==> src/rtl/ysyx_23060240_trap_ctrl_pkg.sv <==
// Shared constants for the machine-mode trap sequencer: CSR addresses,
// mstatus field positions, cause codes and the sequencer state encoding.
package ysyx_23060240_trap_ctrl_pkg;

  localparam logic [11:0] CSR_MSTATUS = 12'h300;
  localparam logic [11:0] CSR_MTVEC   = 12'h305;
  localparam logic [11:0] CSR_MEPC    = 12'h341;
  localparam logic [11:0] CSR_MCAUSE  = 12'h342;

  localparam int MSTATUS_MIE    = 3;
  localparam int MSTATUS_MPIE   = 7;
  localparam int MSTATUS_MPP_LO = 11;
  localparam int MSTATUS_MPP_HI = 12;

  localparam logic [3:0] CAUSE_INST_MISALIGN = 4'd0;
  localparam logic [3:0] CAUSE_ILLEGAL       = 4'd2;
  localparam logic [3:0] CAUSE_MTIMER        = 4'd7;
  localparam logic [3:0] CAUSE_ECALL_M       = 4'd11;

  // T_* states belong to trap entry, M_* to mret; both paths end in S_REDIR.
  typedef enum logic [3:0] {
    S_IDLE,
    S_T_RSTAT,
    S_T_WEPC,
    S_T_WCAUSE,
    S_T_WSTAT,
    S_T_RTVEC,
    S_M_RSTAT,
    S_M_WSTAT,
    S_M_REPC,
    S_REDIR
  } state_e;

endpackage

==> src/rtl/ysyx_23060240_trap_target.sv <==
// Turns the mtvec or mepc value read from the CSR file into the redirect PC,
// adding the vectored-interrupt offset for the machine-timer cause.
module ysyx_23060240_trap_target
  import ysyx_23060240_trap_ctrl_pkg::*;
#(
  parameter int XLEN      = 32,
  parameter bit VECTOR_EN = 1'b1
) (
  input  logic [XLEN-1:0] csr_val,
  input  logic            is_mret,
  input  logic            is_irq,
  output logic [XLEN-1:0] target
);

  localparam logic [XLEN-1:0] VEC_OFFSET = XLEN'(4 * int'(CAUSE_MTIMER));

  always_comb begin
    target = {csr_val[XLEN-1:2], 2'b00};
    if (VECTOR_EN && !is_mret && is_irq && (csr_val[1:0] == 2'b01))
      target = target + VEC_OFFSET;
  end

endmodule

==> src/rtl/ysyx_23060240_trap_ctrl.sv <==
// Trap/mret sequencer: owns the CSR port for a fixed multi-cycle sequence,
// stalls the pipe while doing so, then hands the target PC to the fetch unit.
module ysyx_23060240_trap_ctrl
  import ysyx_23060240_trap_ctrl_pkg::*;
#(
  parameter int XLEN      = 32,
  parameter bit VECTOR_EN = 1'b1
) (
  input  logic            clk,
  input  logic            rst_n,
  input  logic            exc_valid_i,
  input  logic [3:0]      exc_cause_i,
  input  logic [XLEN-1:0] exc_pc_i,
  input  logic            mret_valid_i,
  input  logic            irq_i,
  output logic            req_ready_o,
  output logic            busy_o,
  output logic [11:0]     csr_addr_o,
  output logic            csr_re_o,
  input  logic [XLEN-1:0] csr_rdata_i,
  output logic            csr_we_o,
  output logic [XLEN-1:0] csr_wdata_o,
  input  logic            core_csr_we_i,
  input  logic [11:0]     core_csr_addr_i,
  input  logic [XLEN-1:0] core_csr_wdata_i,
  output logic            redir_valid_o,
  output logic [XLEN-1:0] redir_pc_o,
  input  logic            redir_ready_i
);

  state_e          state, state_nxt;
  logic [XLEN-1:0] pc_q, status_q, target_q, target_nxt;
  logic [3:0]      cause_q;
  logic            irq_q, mie_q;
  logic            take_trap, take_irq, take_mret;
  logic            unused_snoop_bits;

  assign unused_snoop_bits = ^{core_csr_wdata_i[XLEN-1:MSTATUS_MIE+1],
                               core_csr_wdata_i[MSTATUS_MIE-1:0]};

  function automatic logic [XLEN-1:0] status_on_trap(input logic [XLEN-1:0] s);
    logic [XLEN-1:0] r;
    r = s;
    r[MSTATUS_MPIE] = s[MSTATUS_MIE];
    r[MSTATUS_MIE]  = 1'b0;
    r[MSTATUS_MPP_HI:MSTATUS_MPP_LO] = 2'b11;
    return r;
  endfunction

  function automatic logic [XLEN-1:0] status_on_mret(input logic [XLEN-1:0] s);
    logic [XLEN-1:0] r;
    r = s;
    r[MSTATUS_MIE]  = s[MSTATUS_MPIE];
    r[MSTATUS_MPIE] = 1'b1;
    r[MSTATUS_MPP_HI:MSTATUS_MPP_LO] = 2'b11;
    return r;
  endfunction

  function automatic logic [XLEN-1:0] trap_cause(input logic irq, input logic [3:0] code);
    return irq ? {1'b1, {(XLEN-5){1'b0}}, CAUSE_MTIMER} : {{(XLEN-4){1'b0}}, code};
  endfunction

  // Priority: exception, then enabled interrupt, then mret.
  always_comb begin
    take_irq  = !exc_valid_i && irq_i && mie_q;
    take_trap = exc_valid_i || take_irq;
    take_mret = !take_trap && mret_valid_i;
  end

  ysyx_23060240_trap_target #(.XLEN(XLEN), .VECTOR_EN(VECTOR_EN)) u_target (
    .csr_val (csr_rdata_i),
    .is_mret (state == S_M_REPC),
    .is_irq  (irq_q),
    .target  (target_nxt)
  );

  always_ff @(posedge clk or negedge rst_n) begin
    if (!rst_n) state <= S_IDLE;
    else        state <= state_nxt;
  end

  always_comb begin
    state_nxt = state;
    case (state)
      S_IDLE:     if (take_trap) state_nxt = S_T_RSTAT;
                  else if (take_mret) state_nxt = S_M_RSTAT;
      S_T_RSTAT:  state_nxt = S_T_WEPC;
      S_T_WEPC:   state_nxt = S_T_WCAUSE;
      S_T_WCAUSE: state_nxt = S_T_WSTAT;
      S_T_WSTAT:  state_nxt = S_T_RTVEC;
      S_T_RTVEC:  state_nxt = S_REDIR;
      S_M_RSTAT:  state_nxt = S_M_WSTAT;
      S_M_WSTAT:  state_nxt = S_M_REPC;
      S_M_REPC:   state_nxt = S_REDIR;
      S_REDIR:    if (redir_ready_i) state_nxt = S_IDLE;
      default:    state_nxt = S_IDLE;
    endcase
  end

  always_comb begin
    req_ready_o   = (state == S_IDLE);
    busy_o        = (state != S_IDLE);
    csr_addr_o    = 12'h000;
    csr_re_o      = 1'b0;
    csr_we_o      = 1'b0;
    csr_wdata_o   = '0;
    redir_valid_o = 1'b0;
    redir_pc_o    = '0;
    case (state)
      S_T_RSTAT, S_M_RSTAT: begin
        csr_re_o = 1'b1; csr_addr_o = CSR_MSTATUS;
      end
      S_T_WEPC: begin
        csr_we_o = 1'b1; csr_addr_o = CSR_MEPC; csr_wdata_o = pc_q;
      end
      S_T_WCAUSE: begin
        csr_we_o = 1'b1; csr_addr_o = CSR_MCAUSE; csr_wdata_o = trap_cause(irq_q, cause_q);
      end
      S_T_WSTAT: begin
        csr_we_o = 1'b1; csr_addr_o = CSR_MSTATUS; csr_wdata_o = status_on_trap(status_q);
      end
      S_T_RTVEC: begin
        csr_re_o = 1'b1; csr_addr_o = CSR_MTVEC;
      end
      S_M_WSTAT: begin
        csr_we_o = 1'b1; csr_addr_o = CSR_MSTATUS; csr_wdata_o = status_on_mret(status_q);
      end
      S_M_REPC: begin
        csr_re_o = 1'b1; csr_addr_o = CSR_MEPC;
      end
      S_REDIR: begin
        redir_valid_o = 1'b1; redir_pc_o = target_q;
      end
      default: ;
    endcase
  end

  // mie_q mirrors mstatus.MIE; core snoop writes only land while idle.
  always_ff @(posedge clk or negedge rst_n) begin
    if (!rst_n) begin
      pc_q     <= '0;
      status_q <= '0;
      target_q <= '0;
      cause_q  <= '0;
      irq_q    <= 1'b0;
      mie_q    <= 1'b0;
    end else begin
      case (state)
        S_IDLE: begin
          if (take_trap) begin
            pc_q    <= exc_pc_i;
            cause_q <= exc_cause_i;
            irq_q   <= take_irq;
          end else if (take_mret) begin
            irq_q   <= 1'b0;
          end
          if (core_csr_we_i && (core_csr_addr_i == CSR_MSTATUS))
            mie_q <= core_csr_wdata_i[MSTATUS_MIE];
        end
        S_T_RSTAT, S_M_RSTAT: status_q <= csr_rdata_i;
        S_T_WSTAT:            mie_q    <= 1'b0;
        S_M_WSTAT:            mie_q    <= status_q[MSTATUS_MPIE];
        S_T_RTVEC, S_M_REPC:  target_q <= target_nxt;
        default: ;
      endcase
    end
  end

endmodule

==> config.mk <==
export PLATFORM = sky130hd
export DESIGN_NAME = ysyx_23060240_trap_ctrl
export DESIGN_NICKNAME = d
export VERILOG_FILES = /design/src/rtl/ysyx_23060240_trap_ctrl_pkg.sv /design/src/rtl/ysyx_23060240_trap_target.sv /design/src/rtl/ysyx_23060240_trap_ctrl.sv
export SDC_FILE = /design/constraint.sdc
export NUM_CORES = 1
export LEC_CHECK = 0
export BUFFER_PORTS_ARGS = -buffer_cell sky130_fd_sc_hd__buf_4
export CAP_MARGIN = 0
export CORE_MARGIN = 2
export CORE_UTILIZATION = 54
export DETAILED_ROUTE_END_ITERATION = 8
export PLACE_DENSITY = 0.87
export RECOVER_POWER = 50
export SYNTH_ARGS = -nofsm -noshare
export SYNTH_HDL_FRONTEND = slang
export SYNTH_SLANG_ARGS = --single-unit
==> constraint.sdc <==
create_clock -name clk -period 4.7 [get_ports clk]
set_clock_uncertainty 0.15 [all_clocks]
set_input_delay 0 -clock clk [delete_from_list [all_inputs] [get_ports clk]]
set_output_delay 0 -clock clk [all_outputs]
set_load 0.05 [all_outputs]
**Word-level counts from Yosys, hierarchy flattened**

Index checks and enable logic that the tools add are counted.

- Register bits after elaboration: 106
- Input bits: 119
- Output and inout bits: 81
- Logic and storage cells: 62

- $add $sub $neg: 1
- Equal/unequal tests: 14
- Mux-type cells: 16
- Reduce and logical (&&, ||, !) cells: 24

Operators by type and width:

| kind | count |
|---|---|
| 32-bit case mux with 4 select lines | 1 |
| 32-bit 2-to-1 mux | 3 |
| 10-bit case mux with 4 select lines | 1 |
| 4-bit case mux with 9 select lines | 1 |
| 32-bit by 5-bit adder with 32-bit output, second input constant | 1 |
| 4-bit by 3-bit equality test with 1-bit output, second input constant | 4 |
| 12-bit by 10-bit equality test with 1-bit output, second input constant | 1 |
| 4-bit 2-to-1 mux | 3 |
| 4-bit OR reduction | 3 |
| 4-bit by 2-bit equality test with 1-bit output, second input constant | 2 |
| 4-bit equality test, second input constant | 2 |
| 2-bit AND reduction | 4 |
| 1-bit logical AND | 6 |
| 1-bit 2-to-1 mux | 6 |
| 2-bit OR reduction | 3 |
| 4-bit by 1-bit equality test with 1-bit output, second input constant | 1 |
| 4-bit logical NOT | 1 |
| 4-bit nonzero test | 1 |
| 1-bit logical NOT | 3 |
| 3-bit by 1-bit inequality test with 1-bit output, second input constant | 1 |
| 1-bit case mux with 3 select lines | 1 |
| 3-bit nonzero test | 1 |
| 2-bit by 1-bit equality test with 1-bit output, second input constant | 1 |
| 2-bit by 1-bit inequality test with 1-bit output, second input constant | 1 |
| 3 further kinds | 3 |

**Logic depth before layout (Yosys ltp)**

Gate-level depths: netlist (run 1).

- Depth in word-level cells: 9
- Gate-level depth with buffers: 8
- Mapped depth without buffers: 7

**By module**

From an unflattened synthesis (run 1), not the netlist that was laid out.

- Cell total of the unflattened synthesis: 468
- Area total of the unflattened synthesis: 5522.8 um^2

Modules (own cells, without submodules):

| module | times used | cells an instance | area an instance (um^2) | sequential area each (um^2) |
|---|---|---|---|---|
| ysyx_23060240_trap_ctrl | 1 | 375 | 4832.1 | 2602.5 |
| ysyx_23060240_trap_target | 1 | 93 | 690.7 | 0.0 |

**Worst setup path after synthesis (run 1)**

No wires, ideal clock.

- Path kind: flip-flop to output port
- Start: register state[3]
- End: output csr_addr_o[9]
- Arrival: 2.896 ns
- Required time: 4.550 ns
- Slack: 1.654 ns
- Cell stages (with the launch flop): 7
- Buffers on the path: 3
- Cell sequence: dfrtp_1 > clkbuf_1 > or4_1 > clkbuf_1 > inv_1 > nor2_1 > buf_4

- Longest elaborated chain between the ends: 3
- Elaborated cells on any way between the ends: 11
- Classes of those cells: eq/ne (8); mux (1); reduce/logical (2)

RTL lines:

| item | RTL line | text |
|---|---|---|
| from (decl) | ysyx_23060240_trap_ctrl.sv:31 | `state_e state, state_nxt;` |
| from (signal assigned) | ysyx_23060240_trap_ctrl.sv:79 | `else state <= state_nxt;` |
| 4-bit by 3-bit equality test with 1-bit output, or another cell as far along | ysyx_23060240_trap_ctrl.sv:109 | `case (state)` |
| 4-bit OR reduction (no source line) or 2-bit OR reduction (tied branches) | -- |  |
| 10-bit case mux with 4 select lines (*) | ysyx_23060240_trap_ctrl.sv:109 |  |
| to (decl) | ysyx_23060240_trap_ctrl.sv:18 | `output logic [11:0] csr_addr_o,` |

Mark *: on every way between the ends. The rest lies on a longest branch, timed or not.

**Worst setup path after layout (run 1)**

- Start: register state[0]
- End: output csr_wdata_o[2]

- Longest elaborated chain between the ends: 2
- Elaborated cells on any way between the ends: 5
- Classes of those cells: eq/ne (4); mux (1)

RTL lines:

| item | RTL line | text |
|---|---|---|
| 4-bit by 3-bit equality test with 1-bit output or 4-bit by 2-bit equality test with 1-bit output (tied branches) | ysyx_23060240_trap_ctrl.sv:109 |  |
| 32-bit case mux with 4 select lines (*) | ysyx_23060240_trap_ctrl.sv:109 |  |
| to (decl) | ysyx_23060240_trap_ctrl.sv:22 | `output logic [XLEN-1:0] csr_wdata_o,` |

Marked as above.

==> results of run 1 <==
stage by stage:
stage	total power [mW]	util	instance area, um2	std cells	hold WS, ns
3_5_place_dp	4.15	0.679	6550	773	-0.0996
6_report	4.81	0.773	7450	867	0.215
3_3_place_gp	4.05	0.679	6550	773	-0.113
5_1_grt	5.04	0.773	7450	867	0.208
4_1_cts	4.76	0.780	7520	867	0.0279
2_1_floorplan	3.47	-	5340	520	-0.446
registers in the layout, summed over array words and instances, names as in the netlist:
| signal | count |
|---|---|
| pc_q | 32 |
| cause_q | 4 |
| target_q | 30 |
| status_q | 30 |
| state | 4 |
| irq_q | 1 |
| mie_q | 1 |
power by group through the flow:
stage / Clock, mW / Combinational (mW) / Sequential (mW)
floorplan: 0 / 1.97 / 1.50
global placement: 0 / 2.44 / 1.62
detailed placement: 0 / 2.49 / 1.65
CTS: 0.543 / 2.58 / 1.64
global route: 0.580 / 2.74 / 1.71
finish: 0.542 / 2.59 / 1.67
how the worst min path moves through the flow:
stage	start	end	slack, ns	depth (start not counted)
final	irq_i	state[0]	0.22	5
after floorplan	rst_n	cause_q[0]	-0.45	0
after CTS	rst_n	pc_q[18]	0.03	2
after global placement	rst_n	pc_q[17]	-0.11	1
after global routing	irq_i	state[1]	0.21	5
after detailed placement	rst_n	pc_q[18]	-0.1	1
layout by cell type (no fill, tap or decap), drive strengths merged, types with 2 or more instances in the layout:
master and instances:
buf 148, dfrtp 102, dlygate4sd3 78, mux2 66, nand2 49, o21ai 41
and2 31, clkbuf 26, a22o 25, nor2 23, xnor2 20, inv 16
nor4 11, nor3 10, nand4 9, xor2 8, conb 8, nand3 8
and3 7, a21oi 6, nand2b 4, or3 4, or4 3, o22ai 3
clkinv 3, a21o 2, nand3b 2, or2 2, mux2i 2, a32oi 2
and4 2, a31oi 2
layer usage:
metal,vias up,part of all wire,wire [um]
li1,2224,-,-
met1,2296,0.39,6400
met2,281,0.50,8230
met3,50,0.080,1310
met4,0,0.031,508
met5,-,0,0
cell type report:
| class | instances | area, um2 | area share |
|---|---|---|---|
| Clock buffer | 9 | 124 | 0.0166 |
| Clock inverter | 7 | 65.1 | 0.00874 |
| Timing Repair Buffer | 243 | 1960 | 0.263 |
| Multi-Input combinational cell | 361 | 2540 | 0.341 |
| Inverter | 12 | 45.0 | 0.00605 |
| Sequential cell | 102 | 2550 | 0.343 |
| Tap cell | 133 | 166 | 0.0223 |
cells by family after synthesis:
kind of cell               after synthesis  share of synthesized area
and+or+nand+nor                        168                      0.167
DFF                                    102                      0.480
AOI/OAI and AO/OA                       88                      0.108
muxes                                   68                      0.144
buffers and inverters                   57                     0.0499
xor gates and xnor gates                28                     0.0476
adders and majority gates                1                    0.00235
other                                    1                   0.000706
critical path, stage by stage, from the launching register on:
cell and delay (ns):
dfrtp_1 0.82, xnor2_1 0.19, and3_1 0.17, clkbuf_1 1.14
nand2_1 0.18, o21ai_0 0.17, clkbuf_1 0.51
==> flow_metrics.env, run 1 <==
export IMPL_status="complete, but fails checks"
export IMPL_violations="capacitance limit, slew limit"
export IMPL_p_leak_nw=3.35
export IMPL_period_needed_ns=3.71
export IMPL_p_sw_mw=2.29
export IMPL_netlist_cell_type_count=48
export IMPL_dieArea_um2=10600
export IMPL_use_met3=0.0645
export IMPL_drt_wl_total_mm=16.5
export IMPL_area_delta_synth_final_pct=40.2
export IMPL_cts_reportedPaths_clkPinSlew_ns=0.10
export IMPL_rsz0062_at_grt="false"
export IMPL_synth_most_common_cell="dfrtp_1"
export IMPL_cts_setup_buffers=0
export IMPL_wl_per_cell_um=19.0
export IMPL_peakVddDrop_mv=0.518
export IMPL_vias=4851
export IMPL_antennaDiodeCount=0
export IMPL_track_usage=0.310
export IMPL_dp_slack_ns=1.56
export IMPL_crit_type="reg2out"
export IMPL_cts_root_buf="clkbuf_8"
export IMPL_gp_congestion=0.875
export IMPL_grt_util_met1=0.406
export IMPL_cts_tree="built"
export IMPL_start_util=0.551
export IMPL_drt_iter0_drc=323
export IMPL_hold_violations=0
export IMPL_cts_made_buffers=9
export IMPL_cts_buffer_depth=2
export IMPL_synth_largest_area_cell="dfrtp_1"
export IMPL_drive_gt1_frac=0.327
export IMPL_swShare=0.476
export IMPL_firstDrtPassIters=8
export IMPL_die_w_um=103
export IMPL_critPathArrivalTime_ns=3.56
export IMPL_synth_top_flop_cell="dfrtp_1"
export IMPL_seqPwrFrac=0.348
export IMPL_syn_avg_cell_area_um2=10.4
export IMPL_crit_end="csr_wdata_o[2]"
export IMPL_drc=0
export IMPL_grt_busiest_layer="met2"
export IMPL_portBuffers=160
export IMPL_grt_pass1_vias=4750
export IMPL_yosysSeqAreaShare=0.480
export IMPL_cp_start_kind="flop"
export IMPL_p_int_mw=2.52
export IMPL_p_per_area_nw_per_um2=645
export IMPL_fin_crit_sh=0.789
export IMPL_crit_required_ns=4.55
export IMPL_cts_resized=0
export IMPL_slew_violations=115
export IMPL_synth_edf_count=0
export IMPL_synthArstFlopShare=1.00
export IMPL_core_um2=9640
export IMPL_use_met2=0.512
export IMPL_tightest_slew_ns=2.57
export IMPL_max_slew_margin=-0.713
export IMPL_ant_nets=0
export IMPL_grt_pass1_wl_mm=24.9
export IMPL_clk_latency_ns=0.37
export IMPL_yosys_top_cells_area="dfrtp_1, mux2_2, a22o_1"
export IMPL_yosysWarnings=0
export IMPL_yosys_register_bits=102
export IMPL_reg2reg_from="state[0]"
export IMPL_clock_sinks=102
export IMPL_fin_nets=849
export IMPL_syn_cell_area_um2=5310
export IMPL_power_frac_clock=0.113
export IMPL_critPathLaunch="state[0]"
export IMPL_hold_path_class="in2reg"
export IMPL_worst_setup_path_end_kind="output pin"
export IMPL_die_h_um=103
export IMPL_rows=36
export IMPL_worst_slack_ns=0.991
export IMPL_pwr_share_comb=0.539
export IMPL_postCtsHoldBufs=78
export IMPL_setup_viol=0
export IMPL_synth_common_cells="dfrtp_1, mux2_2, nand2_1"
export IMPL_h_tree_depth=3
export IMPL_vias_per_cell=5.60
export IMPL_ioPinCount=200
export IMPL_tns_ns=0
export IMPL_max_freq_mhz=270
export IMPL_cp_max_fo=33
export IMPL_place_detailed_hpwl_mm=9.76
export IMPL_timing_rr_end="status_q[21]"
export IMPL_synth_top_area_frac=0.480
export IMPL_fillers=605
export IMPL_grt_max_degree=57
export IMPL_timing_reg2reg_setup_slack_ns=1.14
export IMPL_syn_inst=513
export IMPL_overflow=0
export IMPL_rr_worst_depth=6
export IMPL_drv_cap=3
export IMPL_grt_antenna_before_repair=0
(Power assumes the default switching activity.)
==> run 2, diff against run 1 <==
Settings changed: CORE_UTILIZATION 54 to 50, PLACE_DENSITY 0.87 to 0.81.
Clock period 4.7 ns to 3.5 ns, I/O delays scaled along.
==> run 2 against run 1 <==
  * The flow still finishes with violations (capacitance limit, slew limit)
  * Final cell count grew 0.58%
  * Setup slack got worse by 0.82 ns
  * Hold slack got worse by 0.073 ns
  * Non-clock buffer count rose by 3
  * Count of clock-buffer cells in the layout rose by 1
  * Sequential power is 34% higher
  * Global-route usage decreased by 3.5 points
  * Wire length shrank 5.3%
  * Register-to-register slack worse by 0.97 ns
==> flow_metrics.env, run 2 (synthesized netlist as in run 1, its figures left out) <==
export IMPL_worst_setup_path_end_kind="flop"
export IMPL_final_cell_mix="buf_4, dfrtp_1, dlygate4sd3_1, mux2_2, nand2_1"
export IMPL_violations="capacitance limit, slew limit"
export IMPL_cts_buffer_depth=2
export IMPL_largest_registers="pc_q: 32 flops, status_q: 30 flops, target_q: 30 flops"
export IMPL_cts_root_buf="clkbuf_8"
export IMPL_status="complete, but fails checks"
export IMPL_drv_cap=1
export IMPL_p_int_mw=3.62
export IMPL_place_detailed_hpwl_mm=9.73
export IMPL_swShare=0.448
export IMPL_tns_ns=0
export IMPL_finalPower_mw=6.56
export IMPL_multi_input_area_um2=2540
export IMPL_firstDrtPassIters=5
export IMPL_rsz0062_at_grt="false"
export IMPL_h_tree_depth=3
export IMPL_p_sw_mw=2.94
export IMPL_cts_made_buffers=9
export IMPL_critPathArrivalTime_ns=3.42
export IMPL_rr_worst_depth=7
export IMPL_max_slew_margin=-0.243
export IMPL_tightest_slew_ns=1.86
export IMPL_setup_viol=0
export IMPL_area_delta_synth_final_pct=41.8
export IMPL_wl_per_cell_um=17.9
export IMPL_largest_reg_flops=32
export IMPL_drt_wl_total_mm=15.6
export IMPL_seqCellArea_um2=2550
export IMPL_peakVddDrop_mv=0.557
export IMPL_cts_reportedPaths_clkPinSlew_ns=0.09
export IMPL_dieArea_um2=11500
export IMPL_fin_crit_sh=0.950
export IMPL_cp_max_fo=20
export IMPL_core_um2=10300
export IMPL_grt_max_degree=77
export IMPL_grt_pass1_wl_mm=24.6
export IMPL_cts_setup_buffers=0
export IMPL_p_leak_nw=3.40
export IMPL_portBuffers=160
export IMPL_clock_sinks=102
export IMPL_worst_hold_path_num_cells=5
export IMPL_max_freq_mhz=301
export IMPL_rows=37
export IMPL_fillers=704
export IMPL_cts_tree="built"
export IMPL_grt_antenna_before_repair=0
export IMPL_power_frac_clock=0.131
export IMPL_die_h_um=107
export IMPL_grt_pass1_vias=4885
export IMPL_ioPinCount=200
export IMPL_crit_required_ns=3.60
export IMPL_gp_congestion=0.863
export IMPL_drive_gt1_frac=0.341
export IMPL_cp_start_kind="flop"
export IMPL_fin_nets=852
export IMPL_period_needed_ns=3.33
export IMPL_drc=0
export IMPL_vias_per_cell=5.52
export IMPL_final_common_cell="buf_4"
export IMPL_vias=4813
export IMPL_overflow=0
export IMPL_ant_nets=0
export IMPL_top_register="pc_q"
export IMPL_hold_violations=0
export IMPL_die_w_um=107
export IMPL_p_per_area_nw_per_um2=871
export IMPL_slew_violations=77
export IMPL_clk_latency_ns=0.35
export IMPL_pwr_share_comb=0.529
export IMPL_drt_iter0_drc=330
export IMPL_crit_type="reg2reg"
export IMPL_hold_path_class="in2reg"
export IMPL_seqPwrFrac=0.340
export IMPL_start_util=0.515
export IMPL_track_usage=0.275
==> run 2: changes by cell type in the layout (fill, tap and decap cells not counted), sizes merged <==
cell / before / now
clkinv: 3 / 0
diode: 0 / 1
dlygate4sd3: 78 / 77
bufinv: 0 / 3
buf: 148 / 154
clkinvlp: 0 / 1
clkbuf: 26 / 25
inv: 16 / 12
==> run 2: worst paths after layout <==
| kind | slack [ns] | end | start |
|---|---|---|---|
| setup / recovery | 0.17 | mie_q | state[0] |
| hold / removal | 0.14 | state[1] | irq_i |
| setup reg to reg | 0.17 | mie_q | state[0] |
| hold reg to reg | 0.33 | target_q[26] | target_q[26] |
| max in group asynchronous | 1.13 | pc_q[12] | rst_n |
| min in group asynchronous | 0.56 | pc_q[21] | rst_n |
==> run 2: per-layer routing <==
metal / up-vias / track usage / part of all wire
met5: - / 0 / 0
met2: 249 / 0.454 / 0.49
met1: 2285 / 0.347 / 0.40
li1: 2218 / - / -
met3: 61 / 0.0498 / 0.066
met4: 0 / 0.140 / 0.041
==> run 2: critical path: stages (launching register included) <==
cell	delay [ns]
dfrtp_2	0.57
or4_4	0.63
nor4_1	0.25
nand4_1	0.15
dlygate4sd3_1	0.62
o21bai_1	0.18
a22oi_1	0.10
dlygate4sd3_1	0.56
==> run 2: final cells by class <==
cell class / count / area share
antenna: 1 / 0.000332
clock buffer: 10 / 0.0169
clock inverter: 4 / 0.0130
inverter: 12 / 0.00598
multi-input combinational: 361 / 0.338
sequential: 102 / 0.339
tap: 136 / 0.0226
timing repair buffer: 246 / 0.264
==> run 2: timing repair <==
item,CTS,global route
setup endpoints to repair,0,1
hold endpoints to repair,177,0
resized for setup,0,3
hold buffers,77,0
==> run 2: metrics by stage <==
step / hold WS (ns) / setup slack, ns / area (um2) / instances / utilization
after floorplan: -0.446 / 0.454 / 5340 / 520 / -
after global placement: 0.0405 / 0.863 / 6580 / 780 / 0.638
after detailed placement: 0.0488 / 0.773 / 6580 / 780 / 0.638
after CTS: 0.110 / 0.136 / 7580 / 871 / 0.734
after global routing: 0.196 / 0.0465 / 7530 / 871 / 0.729
final: 0.142 / 0.175 / 7530 / 872 / 0.729
==> run 2: power by group through the flow <==
stage	Sequential, mW	Combinational [mW]	Clock (mW)
global placement	2.18	3.29	0
detailed placement	2.22	3.37	0
floorplan	2.01	2.65	0
CTS	2.19	3.47	0.871
global route	2.30	3.70	0.918
finish	2.23	3.47	0.857
==> run 3, diff against run 2 <==
Settings changed: CORE_ASPECT_RATIO set to 0.5, GPL_TIMING_DRIVEN set to 0.
==> run 3 against run 2 <==
  * The flow still finishes with violations (capacitance limit, slew limit)
  * Wire length rose by 11%
  * First-iteration DRC count rose by 46%
  * Fmax fell by 1.9%
  * Die area rose by 0.44%
  * Total power rose by 5.7%
  * Non-clock buffer count rose by 35
  * Global-route usage rose by 3.0 points
  * Via count rose by 2.6%
  * Cell area rose by 3.0%
  * Count of clock-buffer cells in the layout fell by 1
  * Sequential cell count did not move
  * Critical path depth rose by 1
  * Critical endpoint unchanged
==> flow_metrics.env, run 3 (synthesized netlist as in run 1, its figures left out) <==
export IMPL_largest_registers="pc_q: 32 flops, status_q: 30 flops, target_q: 30 flops"
export IMPL_tightest_slew_ns=2.48
export IMPL_cts_setup_buffers=0
export IMPL_fin_crit_sh=0.969
export IMPL_seqCellArea_um2=2550
export IMPL_peakVddDrop_mv=0.626
export IMPL_die_w_um=150
export IMPL_largest_reg_flops=32
export IMPL_multi_input_area_um2=2520
export IMPL_tns_ns=0
export IMPL_core_um2=10300
export IMPL_grt_max_degree=103
export IMPL_vias_per_cell=5.41
export IMPL_drive_gt1_frac=0.332
export IMPL_grt_pass1_wl_mm=26.6
export IMPL_hold_violations=0
export IMPL_drt_wl_total_mm=17.3
export IMPL_cp_max_fo=10
export IMPL_max_stage_delay_ns=0.62
export IMPL_post_place_cells=820
export IMPL_vias=4939
export IMPL_grt_antenna_before_repair=1
export IMPL_place_detailed_hpwl_mm=11.2
export IMPL_ant_nets=0
export IMPL_track_usage=0.305
export IMPL_path_delay_family="buffers and inverters"
export IMPL_max_freq_mhz=295
export IMPL_rows=26
export IMPL_p_leak_nw=3.51
export IMPL_timing_reg2reg_setup_slack_ns=0.11
export IMPL_drt_iter0_drc=483
export IMPL_crit_type="reg2reg"
export IMPL_die_h_um=76.9
export IMPL_drc=0
export IMPL_rsz0062_at_grt="false"
export IMPL_fillers=727
export IMPL_worst_path_max_delay_cell="dlygate4sd3_1"
export IMPL_wl_per_cell_um=19.0
export IMPL_cp_common_cell="dlygate4sd3_1"
export IMPL_worst_setup_path_end_kind="flop"
export IMPL_overflow=0
export IMPL_stdcell_count=913
export IMPL_h_tree_depth=3
export IMPL_firstDrtPassIters=5
export IMPL_top_register="pc_q"
export IMPL_critPathArrivalTime_ns=3.47
export IMPL_gp_congestion=0.911
export IMPL_fin_nets=887
export IMPL_violations="capacitance limit, slew limit"
export IMPL_grt_pass1_vias=4755
export IMPL_cts_buffer_depth=2
export IMPL_max_slew_margin=-0.654
export IMPL_final_cell_mix="buf_4, dfrtp_1, dlygate4sd3_1, mux2_2, nand2_1"
export IMPL_cts_made_buffers=9
export IMPL_start_util=0.517
export IMPL_setup_viol=0
export IMPL_cts_reportedPaths_clkPinSlew_ns=0.07
export IMPL_drv_cap=1
export IMPL_clk_latency_ns=0.35
export IMPL_hold_path_class="in2reg"
export IMPL_cp_start_kind="flop"
export IMPL_cp_cell_sequence="buf_2 > or4_4 > nor4_2 > nand4_1 > dlygate4sd3_1 > o21bai_1 > a22oi_1 > dlygate4sd3_1"
export IMPL_p_per_area_nw_per_um2=894
export IMPL_status="complete, but fails checks"
export IMPL_clock_sinks=102
export IMPL_dieArea_um2=11500
export IMPL_crit_required_ns=3.58
export IMPL_ioPinCount=200
export IMPL_cts_tree="built"
export IMPL_area_delta_synth_final_pct=46.0
export IMPL_slew_violations=103
export IMPL_period_needed_ns=3.39
export IMPL_worst_path_buf_inv=3
export IMPL_portBuffers=160
export IMPL_final_common_cell="buf_4"
export IMPL_cts_root_buf="clkbuf_16"
run 3: routing by layer:
metal | wire [um] | share of wire | track usage | vias up
met5 | 0 | 0 | 0 | -
met4 | 304 | 0.018 | 0.0755 | 0
met3 | 1470 | 0.085 | 0.0631 | 26
met2 | 8150 | 0.47 | 0.489 | 222
met1 | 7410 | 0.43 | 0.428 | 2390
li1 | - | - | - | 2301
run 3: final cells by class:
cell class / instances / share of cell area
Inverter: 12 / 0.00581
Buffer: 44 / 0.0266
Sequential cell: 102 / 0.329
Timing Repair Buffer: 237 / 0.252
Clock buffer: 9 / 0.0290
Multi-Input combinational cell: 361 / 0.325
Clock inverter: 7 / 0.0103
Antenna cell: 1 / 0.000323
Tap cell: 140 / 0.0226
run 3: worst register-to-register path: stages (launching register included):
cell,delay [ns]
dfrtp_1,0.38
buf_2,0.20
or4_4,0.59
nor4_2,0.24
nand4_1,0.13
dlygate4sd3_1,0.62
o21bai_1,0.24
a22oi_1,0.13
dlygate4sd3_1,0.58
run 3: metrics by stage:
step / hold slack [ns] / total power [mW] / setup WS [ns] / area, um2 / utilization
global route: 0.176 / 7.24 / 0.0886 / 7750 / 0.754
detailed placement: 0.0625 / 5.71 / 0.778 / 6720 / 0.653
finish: 0.130 / 6.93 / 0.109 / 7750 / 0.754
CTS: 0.145 / 6.85 / 0.233 / 7790 / 0.758
floorplan: -0.446 / 4.66 / 0.454 / 5340 / -
global placement: 0.0597 / 5.62 / 0.773 / 6720 / 0.653
run 3: timing repair:
item | CTS | global route
hold buffers | 77 | 0
gates resized for setup | 0 | 2
endpoints found under the hold margin | 204 | 0
setup endpoints to repair | 0 | 1
run 3: path summary, 6_finish.rpt:
kind / end / start / cells after the start
worst max-delay path: mie_q / state[0] / 8
worst max register to register: mie_q / state[0] / 8
min in group asynchronous: pc_q[8] / rst_n / 2
worst min register to register: target_q[14] / target_q[14] / 2
max in group asynchronous: irq_q / rst_n / 2
worst min-delay path: state[1] / irq_i / 5
run 3: report_power, final:
part / switching [mW] / total (mW) / internal [mW]
Sequential: 0.387 / 2.18 / 1.79
Combinational: 2.31 / 3.72 / 1.42
Clock: 0.465 / 1.03 / 0.563
